**config.mk**
```make
export PLATFORM = sky130hd
export DESIGN_NAME = unidade_controle_multiciclo_flat
export DESIGN_NICKNAME = d
export VERILOG_FILES = /design/src/rtl/unidade_controle_multiciclo_if.sv /design/src/rtl/unidade_controle_multiciclo.sv /design/src/flat_wrapper.sv
export SDC_FILE = /design/constraint.sdc
export NUM_CORES = 1
export LEC_CHECK = 0
export CORE_MARGIN = 4
export CORE_UTILIZATION = 49
export DETAILED_ROUTE_END_ITERATION = 8
export MAX_ROUTING_LAYER = met4
export PLACE_DENSITY = 0.83
export SETUP_SLACK_MARGIN = 0.5
export SLEW_MARGIN = 5
export SYNTH_ARGS = -nofsm -noshare
export SYNTH_HDL_FRONTEND = slang
export SYNTH_SLANG_ARGS = --single-unit
```
**constraint.sdc**
```tcl
create_clock -name clk -period 2.47 [get_ports clk]
set_input_delay 0.494 -clock clk [delete_from_list [all_inputs] [get_ports clk]]
set_output_delay 0.494 -clock clk [all_outputs]
set_load 0.005 [all_outputs]
```
**src/rtl/unidade_controle_multiciclo_if.sv**
```systemverilog
// Memory-side handshake bundle of the multicycle controller: instruction fetch
// and data access requests, their ready strobes, and the latched instruction word.
interface unidade_controle_multiciclo_if;
   logic [31:0] instr;
   logic        imem_ready;
   logic        dmem_ready;
   logic        imem_req;
   logic        ir_write;
   logic        dmem_read;
   logic        dmem_write;

   modport master (
      input  instr, imem_ready, dmem_ready,
      output imem_req, ir_write, dmem_read, dmem_write
   );

   modport slave (
      output instr, imem_ready, dmem_ready,
      input  imem_req, ir_write, dmem_read, dmem_write
   );
endinterface

```
**src/rtl/unidade_controle_multiciclo.sv**
```systemverilog
// Multicycle control FSM for the shared add/sub ALU datapath (RV64 add/sub/ld/sd/beq/ecall).
//
// state  | meaning
// IDLE   | waiting for start
// FETCH  | instruction request outstanding, IR loads on imem_ready
// DECODE | classify instruction, halt on ecall or unsupported encoding
// EXEC   | ALU address/compare/arith cycle; beq retires here
// MEM    | data access outstanding; sd retires on dmem_ready
// WB     | register write-back and PC+4, retires add/sub/ld
// HALTED | terminal until reset
module unidade_controle_multiciclo #(
   parameter int COUNT_W    = 32,
   parameter int WAIT_LIMIT = 255
) (
   input  logic                       clk,
   input  logic                       rst_n,
   input  logic                       start,
   input  logic                       alu_zero,
   unidade_controle_multiciclo_if.master mem,
   output logic [1:0]                 OP_MEM_I,
   output logic                       ADD_SUB,
   output logic [1:0]                 imm_sel,
   output logic                       reg_write,
   output logic                       wb_sel,
   output logic                       pc_write,
   output logic                       pc_src,
   output logic                       busy,
   output logic                       halted,
   output logic                       illegal,
   output logic                       bus_err,
   output logic [COUNT_W-1:0]         instr_count
);

   localparam logic [2:0] S_IDLE   = 3'd0;
   localparam logic [2:0] S_FETCH  = 3'd1;
   localparam logic [2:0] S_DECODE = 3'd2;
   localparam logic [2:0] S_EXEC   = 3'd3;
   localparam logic [2:0] S_MEM    = 3'd4;
   localparam logic [2:0] S_WB     = 3'd5;
   localparam logic [2:0] S_HALTED = 3'd6;

   localparam logic [2:0] C_ADD   = 3'd0;
   localparam logic [2:0] C_SUB   = 3'd1;
   localparam logic [2:0] C_LD    = 3'd2;
   localparam logic [2:0] C_SD    = 3'd3;
   localparam logic [2:0] C_BEQ   = 3'd4;
   localparam logic [2:0] C_ECALL = 3'd5;
   localparam logic [2:0] C_ILL   = 3'd6;

   // Timeout fires on the wait cycle that would bring the counter to WAIT_LIMIT.
   localparam logic [15:0] WAIT_LAST = 16'(WAIT_LIMIT - 1);

   logic [2:0]         state_q, state_d;
   logic [2:0]         cls_q, cls_d;
   logic [2:0]         dec_cls;
   logic [15:0]        wait_q, wait_d;
   logic [COUNT_W-1:0] cnt_q, cnt_d;
   logic               illegal_q, illegal_d;
   logic               bus_err_q, bus_err_d;
   logic               imem_req_c, ir_write_c, dmem_read_c, dmem_write_c;

   logic [6:0] opcode;
   logic [2:0] funct3;
   logic [6:0] funct7;
   assign opcode = mem.instr[6:0];
   assign funct3 = mem.instr[14:12];
   assign funct7 = mem.instr[31:25];

   always_comb begin
      dec_cls = C_ILL;
      if (mem.instr == 32'h0000_0073) begin
         dec_cls = C_ECALL;
      end else begin
         case (opcode)
            7'b0110011: begin
               if (funct3 == 3'b000 && funct7 == 7'b0000000)      dec_cls = C_ADD;
               else if (funct3 == 3'b000 && funct7 == 7'b0100000) dec_cls = C_SUB;
            end
            7'b0000011: if (funct3 == 3'b011) dec_cls = C_LD;
            7'b0100011: if (funct3 == 3'b011) dec_cls = C_SD;
            7'b1100011: if (funct3 == 3'b000) dec_cls = C_BEQ;
            default: ;
         endcase
      end
   end

   always_comb begin
      state_d   = state_q;
      cls_d     = cls_q;
      wait_d    = wait_q;
      cnt_d     = cnt_q;
      illegal_d = illegal_q;
      bus_err_d = bus_err_q;
      case (state_q)
         S_IDLE: begin
            if (start) begin
               state_d = S_FETCH;
               wait_d  = '0;
            end
         end
         S_FETCH: begin
            if (mem.imem_ready) begin
               state_d = S_DECODE;
            end else if (wait_q == WAIT_LAST) begin
               state_d   = S_HALTED;
               bus_err_d = 1'b1;
            end else begin
               wait_d = wait_q + 16'd1;
            end
         end
         S_DECODE: begin
            cls_d = dec_cls;
            if (dec_cls == C_ECALL) begin
               state_d = S_HALTED;
            end else if (dec_cls == C_ILL) begin
               state_d   = S_HALTED;
               illegal_d = 1'b1;
            end else begin
               state_d = S_EXEC;
            end
         end
         S_EXEC: begin
            if (cls_q == C_BEQ) begin
               state_d = S_FETCH;
               wait_d  = '0;
               cnt_d   = cnt_q + COUNT_W'(1);
            end else if (cls_q == C_LD || cls_q == C_SD) begin
               state_d = S_MEM;
               wait_d  = '0;
            end else begin
               state_d = S_WB;
            end
         end
         S_MEM: begin
            if (mem.dmem_ready) begin
               if (cls_q == C_SD) begin
                  state_d = S_FETCH;
                  wait_d  = '0;
                  cnt_d   = cnt_q + COUNT_W'(1);
               end else begin
                  state_d = S_WB;
               end
            end else if (wait_q == WAIT_LAST) begin
               state_d   = S_HALTED;
               bus_err_d = 1'b1;
            end else begin
               wait_d = wait_q + 16'd1;
            end
         end
         S_WB: begin
            state_d = S_FETCH;
            wait_d  = '0;
            cnt_d   = cnt_q + COUNT_W'(1);
         end
         S_HALTED: ;
         default: state_d = S_IDLE;
      endcase
   end

   always_ff @(posedge clk or negedge rst_n) begin
      if (!rst_n) begin
         state_q   <= S_IDLE;
         cls_q     <= C_ADD;
         wait_q    <= '0;
         cnt_q     <= '0;
         illegal_q <= 1'b0;
         bus_err_q <= 1'b0;
      end else begin
         state_q   <= state_d;
         cls_q     <= cls_d;
         wait_q    <= wait_d;
         cnt_q     <= cnt_d;
         illegal_q <= illegal_d;
         bus_err_q <= bus_err_d;
      end
   end

   always_comb begin
      OP_MEM_I     = 2'd0;
      ADD_SUB      = 1'b0;
      imm_sel      = 2'd0;
      imem_req_c   = 1'b0;
      ir_write_c   = 1'b0;
      dmem_read_c  = 1'b0;
      dmem_write_c = 1'b0;
      reg_write    = 1'b0;
      wb_sel       = 1'b0;
      pc_write     = 1'b0;
      pc_src       = 1'b0;
      case (state_q)
         S_FETCH: begin
            imem_req_c = 1'b1;
            ir_write_c = mem.imem_ready;
         end
         S_EXEC: begin
            case (cls_q)
               C_SUB: ADD_SUB = 1'b1;
               C_LD:  OP_MEM_I = 2'd2;
               C_SD: begin
                  OP_MEM_I = 2'd2;
                  imm_sel  = 2'd1;
               end
               C_BEQ: begin
                  ADD_SUB  = 1'b1;
                  imm_sel  = 2'd2;
                  pc_write = 1'b1;
                  pc_src   = alu_zero;
               end
               default: ;
            endcase
         end
         S_MEM: begin
            OP_MEM_I     = 2'd2;
            imm_sel      = (cls_q == C_SD) ? 2'd1 : 2'd0;
            dmem_read_c  = (cls_q == C_LD);
            dmem_write_c = (cls_q == C_SD);
            pc_write     = (cls_q == C_SD) && mem.dmem_ready;
         end
         S_WB: begin
            reg_write = 1'b1;
            wb_sel    = (cls_q == C_LD);
            pc_write  = 1'b1;
         end
         default: ;
      endcase
   end

   assign mem.imem_req   = imem_req_c;
   assign mem.ir_write   = ir_write_c;
   assign mem.dmem_read  = dmem_read_c;
   assign mem.dmem_write = dmem_write_c;
   assign busy           = (state_q != S_IDLE) && (state_q != S_HALTED);
   assign halted         = (state_q == S_HALTED);
   assign illegal        = illegal_q;
   assign bus_err        = bus_err_q;
   assign instr_count    = cnt_q;

endmodule

```
**src/flat_wrapper.sv**
```systemverilog
// flat-port wrapper written by rule: the top's interface ports become plain ports
module unidade_controle_multiciclo_flat 
#(
   parameter int COUNT_W    = 32,
   parameter int WAIT_LIMIT = 255
)
  (clk, rst_n, start, alu_zero, OP_MEM_I, ADD_SUB, imm_sel, reg_write, wb_sel, pc_write, pc_src, busy, halted, illegal, bus_err, instr_count, mem_instr, mem_imem_ready, mem_dmem_ready, mem_imem_req, mem_ir_write, mem_dmem_read, mem_dmem_write);
  unidade_controle_multiciclo_if mem_i ();
  input  logic clk;
  input  logic rst_n;
  input  logic start;
  input  logic alu_zero;
  output logic [1:0] OP_MEM_I;
  output logic ADD_SUB;
  output logic [1:0] imm_sel;
  output logic reg_write;
  output logic wb_sel;
  output logic pc_write;
  output logic pc_src;
  output logic busy;
  output logic halted;
  output logic illegal;
  output logic bus_err;
  output logic [COUNT_W-1:0] instr_count;
  input wire logic [$bits(mem_i.instr)-1:0] mem_instr;
  input wire logic [$bits(mem_i.imem_ready)-1:0] mem_imem_ready;
  input wire logic [$bits(mem_i.dmem_ready)-1:0] mem_dmem_ready;
  output wire logic [$bits(mem_i.imem_req)-1:0] mem_imem_req;
  output wire logic [$bits(mem_i.ir_write)-1:0] mem_ir_write;
  output wire logic [$bits(mem_i.dmem_read)-1:0] mem_dmem_read;
  output wire logic [$bits(mem_i.dmem_write)-1:0] mem_dmem_write;
  assign mem_i.instr = mem_instr;
  assign mem_i.imem_ready = mem_imem_ready;
  assign mem_i.dmem_ready = mem_dmem_ready;
  assign mem_imem_req = mem_i.imem_req;
  assign mem_ir_write = mem_i.ir_write;
  assign mem_dmem_read = mem_i.dmem_read;
  assign mem_dmem_write = mem_i.dmem_write;
  unidade_controle_multiciclo #(.COUNT_W(COUNT_W), .WAIT_LIMIT(WAIT_LIMIT)) u_core (.clk(clk), .rst_n(rst_n), .start(start), .alu_zero(alu_zero), .mem(mem_i), .OP_MEM_I(OP_MEM_I), .ADD_SUB(ADD_SUB), .imm_sel(imm_sel), .reg_write(reg_write), .wb_sel(wb_sel), .pc_write(pc_write), .pc_src(pc_src), .busy(busy), .halted(halted), .illegal(illegal), .bus_err(bus_err), .instr_count(instr_count));
endmodule
```
==> key figures, run 1 <==
Outcome
  • Status: finished, final reports clean

GRT
  • Vias in the first global route: 3600
  • Initial antenna violation count: 0
  • Gr usage total: 0.266
  • GRT overflow: 0
  • First-pass GRT wire length: 17.5 mm
  • Largest net degree at the start of global routing: 32

Timing
  • Slew Viols, Final: 0
  • Fin worst setup slack: 149 ps
  • RSZ-0062 raised after global routing: true
  • Number of setup violations in the final report: 0
  • Fmax: 0.431 GHz
  • Hold Fails Final Rpt: 0
  • Period minus WS final: 2320 ps
  • Setup TNS: 0 ps
  • Worst slew pin tran: 607 ps
  • Skew final: 17.8 ps
  • Tcrit/Tclk final: 0.940
  • WHS: 169 ps
  • Slew margin rel.: 0.592

Placed design
  • Placed cell count: 524
  • Setup WS pre-CTS: -85.0 ps
  • Placement Cell Area: 4380 um2
  • Dpl hpwl: 6.44 mm
  • I/O Buffers: 85
  • GP Congestion: 0.862

Logic synthesis
  • Ys Warns: 0
  • Synth Register Bits: 56
  • Main synth FF type: dfrtp_1
  • Synth Area in Compound Gates: 0.130
  • Post-synth cell types: 66
  • Synth Area in XOR/XNOR: 0.0841
  • Post-synth EDFFs: 0
  • Syn Inst Count: 353
  • Count leader, synth: dfrtp_1
  • Mapped Nets: 394
  • Multiplexer share of the synthesized area: 0.00338
  • Synth top area cells: dfrtp_1 (42%), xor2_1 (5.0%), nand3_1 (3.5%)
  • Post-synth top area share: 0.420
  • Syn_area_per_cell: 9.44 um2
  • Yosys top cell by area: dfrtp_1
  • Synth Area in Adders: 0.0113
  • Area of the mapped netlist: 3330 um2
  • Post-synth top cells: dfrtp_1 (56), nand2_1 (25), nand3_1 (23), xor2_1 (19), a21oi_1 (16)
  • Simple-gate share of the synthesized area: 0.309
  • Sequential fraction of the synthesis area: 0.420
  • FFs w/ async S/R, synth: 1.00
  • Largest family of logic cells by synthesized area: simple AND/OR/NAND/NOR gates

Cells and area
  • # diodes: 0
  • Share of layout cells above drive strength 1: 0.388
  • Final nets: 564
  • Number of cells in the finished layout apart from fillers: 600
  • Design area: 5620 um2
  • Area delta synth->final: 68.5%
  • Final Util: 0.869

Clock network
  • Total clock sinks: 56
  • H-tree level count: 2
  • CTS tree: done
  • CTS root buf: clkbuf_8
  • Clock insertion delay at the later pin of the skew report: 330 ps
  • CTS Buf Count: 5
  • CTS clk-pin slew, worst paths: 120 ps
  • Clk buf depth: 2
  • Hold_buf cts: 0

Routing
  • DR iter-0 viols: 519
  • Via count: 4141
  • DRT Pass-1 Iters: 5
  • Vias per cell: 6.90
  • Routed wire per std cell: 24.5 um
  • Drt drc: 0
  • ANT nets after route: 0
  • Total Wirelength: 14.7 mm

Setup path
  • CP Capture Type: flop
  • WP data required: 2660 ps
  • RR Endpoint: u_core.instr_count[22]
  • Worst R2R Setup Slack: 150 ps
  • Worst setup startpoint: u_core.cls_q[2]
  • Worst r2r src: u_core.cls_q[2]
  • Crit Path Category: reg -> reg
  • CP max FO: 7
  • Arr. time, crit path: 2510 ps
  • Worst Setup Start Kind: flop
  • R2R depth: 9

Power and ir drop
  • Tot Pwr: 4.56 mW
  • Pwr Density: 812 nW/um2
  • Leak Pwr: 2.43 nW
  • Peak supply drop: 0.558 mV

Floorplanning
  • Die ar.: 8190 um2
  • Die span in x: 90.5 um
  • Io pins: 87
  • Chip height: 90.5 um
  • Num rows: 29
  • Core area: 6460 um2
  • Initial core utilization: 0.516

Worst hold path
  • HP Class: in -> async

Job
  • Max-cap viol count: 0
## placed cells by master, fill, tap and decap left out, types with 6 or more instances in the layout
cell,n
clkdlybuf4s50_1,69
buf_4,59
dfrtp_1,50
buf_6,31
nand2_1,22
xor2_1,18
nand3_1,17
nand4_1,14
xnor2_1,12
nor2_1,11
inv_1,11
a21oi_2,10
nor3_1,9
o21ai_0,9
buf_2,9
and2_1,7
and4_1,7
dfrtp_2,6
## logic make-up after synthesis
logic type	count (synthesis)
buf+inv	27
fa+ha+maj	3
flops	56
mux	1
xor+xnor	32
compound gates	63
simple gates	170
other cells	1
## metal layers
| layer | share of wire | vias up | track usage |
|---|---|---|---|
| li1 | - | 1663 | - |
| met5 | 0 | - | - |
| met4 | 0.071 | 0 | 0.124 |
| met1 | 0.35 | 1958 | 0.297 |
| met2 | 0.48 | 382 | 0.455 |
| met3 | 0.099 | 138 | 0.0550 |
## worst max path at each step
stage                        endpoint  slack, ps  cells after the start
4_1_cts        u_core.instr_count[18]        280                      8
2_1_floorplan                pc_write        520                      5
3_5_place_dp   u_core.instr_count[18]        -80                      7
3_3_place_gp   u_core.instr_count[30]        -30                      7
6_report       u_core.instr_count[22]        150                      9
5_1_grt        u_core.instr_count[22]         50                      9
## critical path: stages, from the launching register on
cell and delay [ps]:
dfrtp_1 410, buf_6 130, nand4b_1 190, buf_4 170, buf_6 110, a2111o_1 500
a21boi_4 280, buf_4 170, nand2_1 70, xnor2_1 150
## timing repair
item | CTS | global route
cloned | 3 | 1
pin swaps | 44 | 40
gates resized for setup | 110 | 87
buffers inserted | 36 | 29
setup endpoints to repair | 55 | 56
## power by group
group / leakage (nW) / switching [mW] / internal [mW] / total (mW)
Sequential: 0.730 / 0.166 / 1.02 / 1.18
Combinational: 1.66 / 1.44 / 1.40 / 2.85
Clock: 0.0400 / 0.333 / 0.194 / 0.527
Total: 2.43 / 1.94 / 2.62 / 4.56
## final cells by class
cell class | instances | area, um2
well taps | 77 | 96.3
clock buffers | 5 | 68.8
flip-flops and latches | 56 | 1410
clock inverters | 2 | 12.5
repair buffers | 174 | 1590
inverters | 13 | 52.6
multi-input cells | 273 | 2390
fillers | 276 | 843
## state kept, by name, summed over array words and instances (netlist names)
signal and flops:
u_core.state_q 3, u_core.wait_q 16, u_core.instr_count 32, u_core.bus_err 1, u_core.illegal 1, u_core.cls_q 3
(Power assumes the default switching activity.)
==> inputs of run 2 (changes only) <==
--- a/config.mk
+++ b/config.mk
@@ -8,6 +8,7 @@
 export CORE_MARGIN = 4
 export CORE_UTILIZATION = 49
 export DETAILED_ROUTE_END_ITERATION = 8
+export GPL_TIMING_DRIVEN = 1
 export MAX_ROUTING_LAYER = met4
 export PLACE_DENSITY = 0.83
 export SETUP_SLACK_MARGIN = 0.5
==> results of run 2 <==
Same layout as run 1: the final DEF is identical, and so are final timing and power.
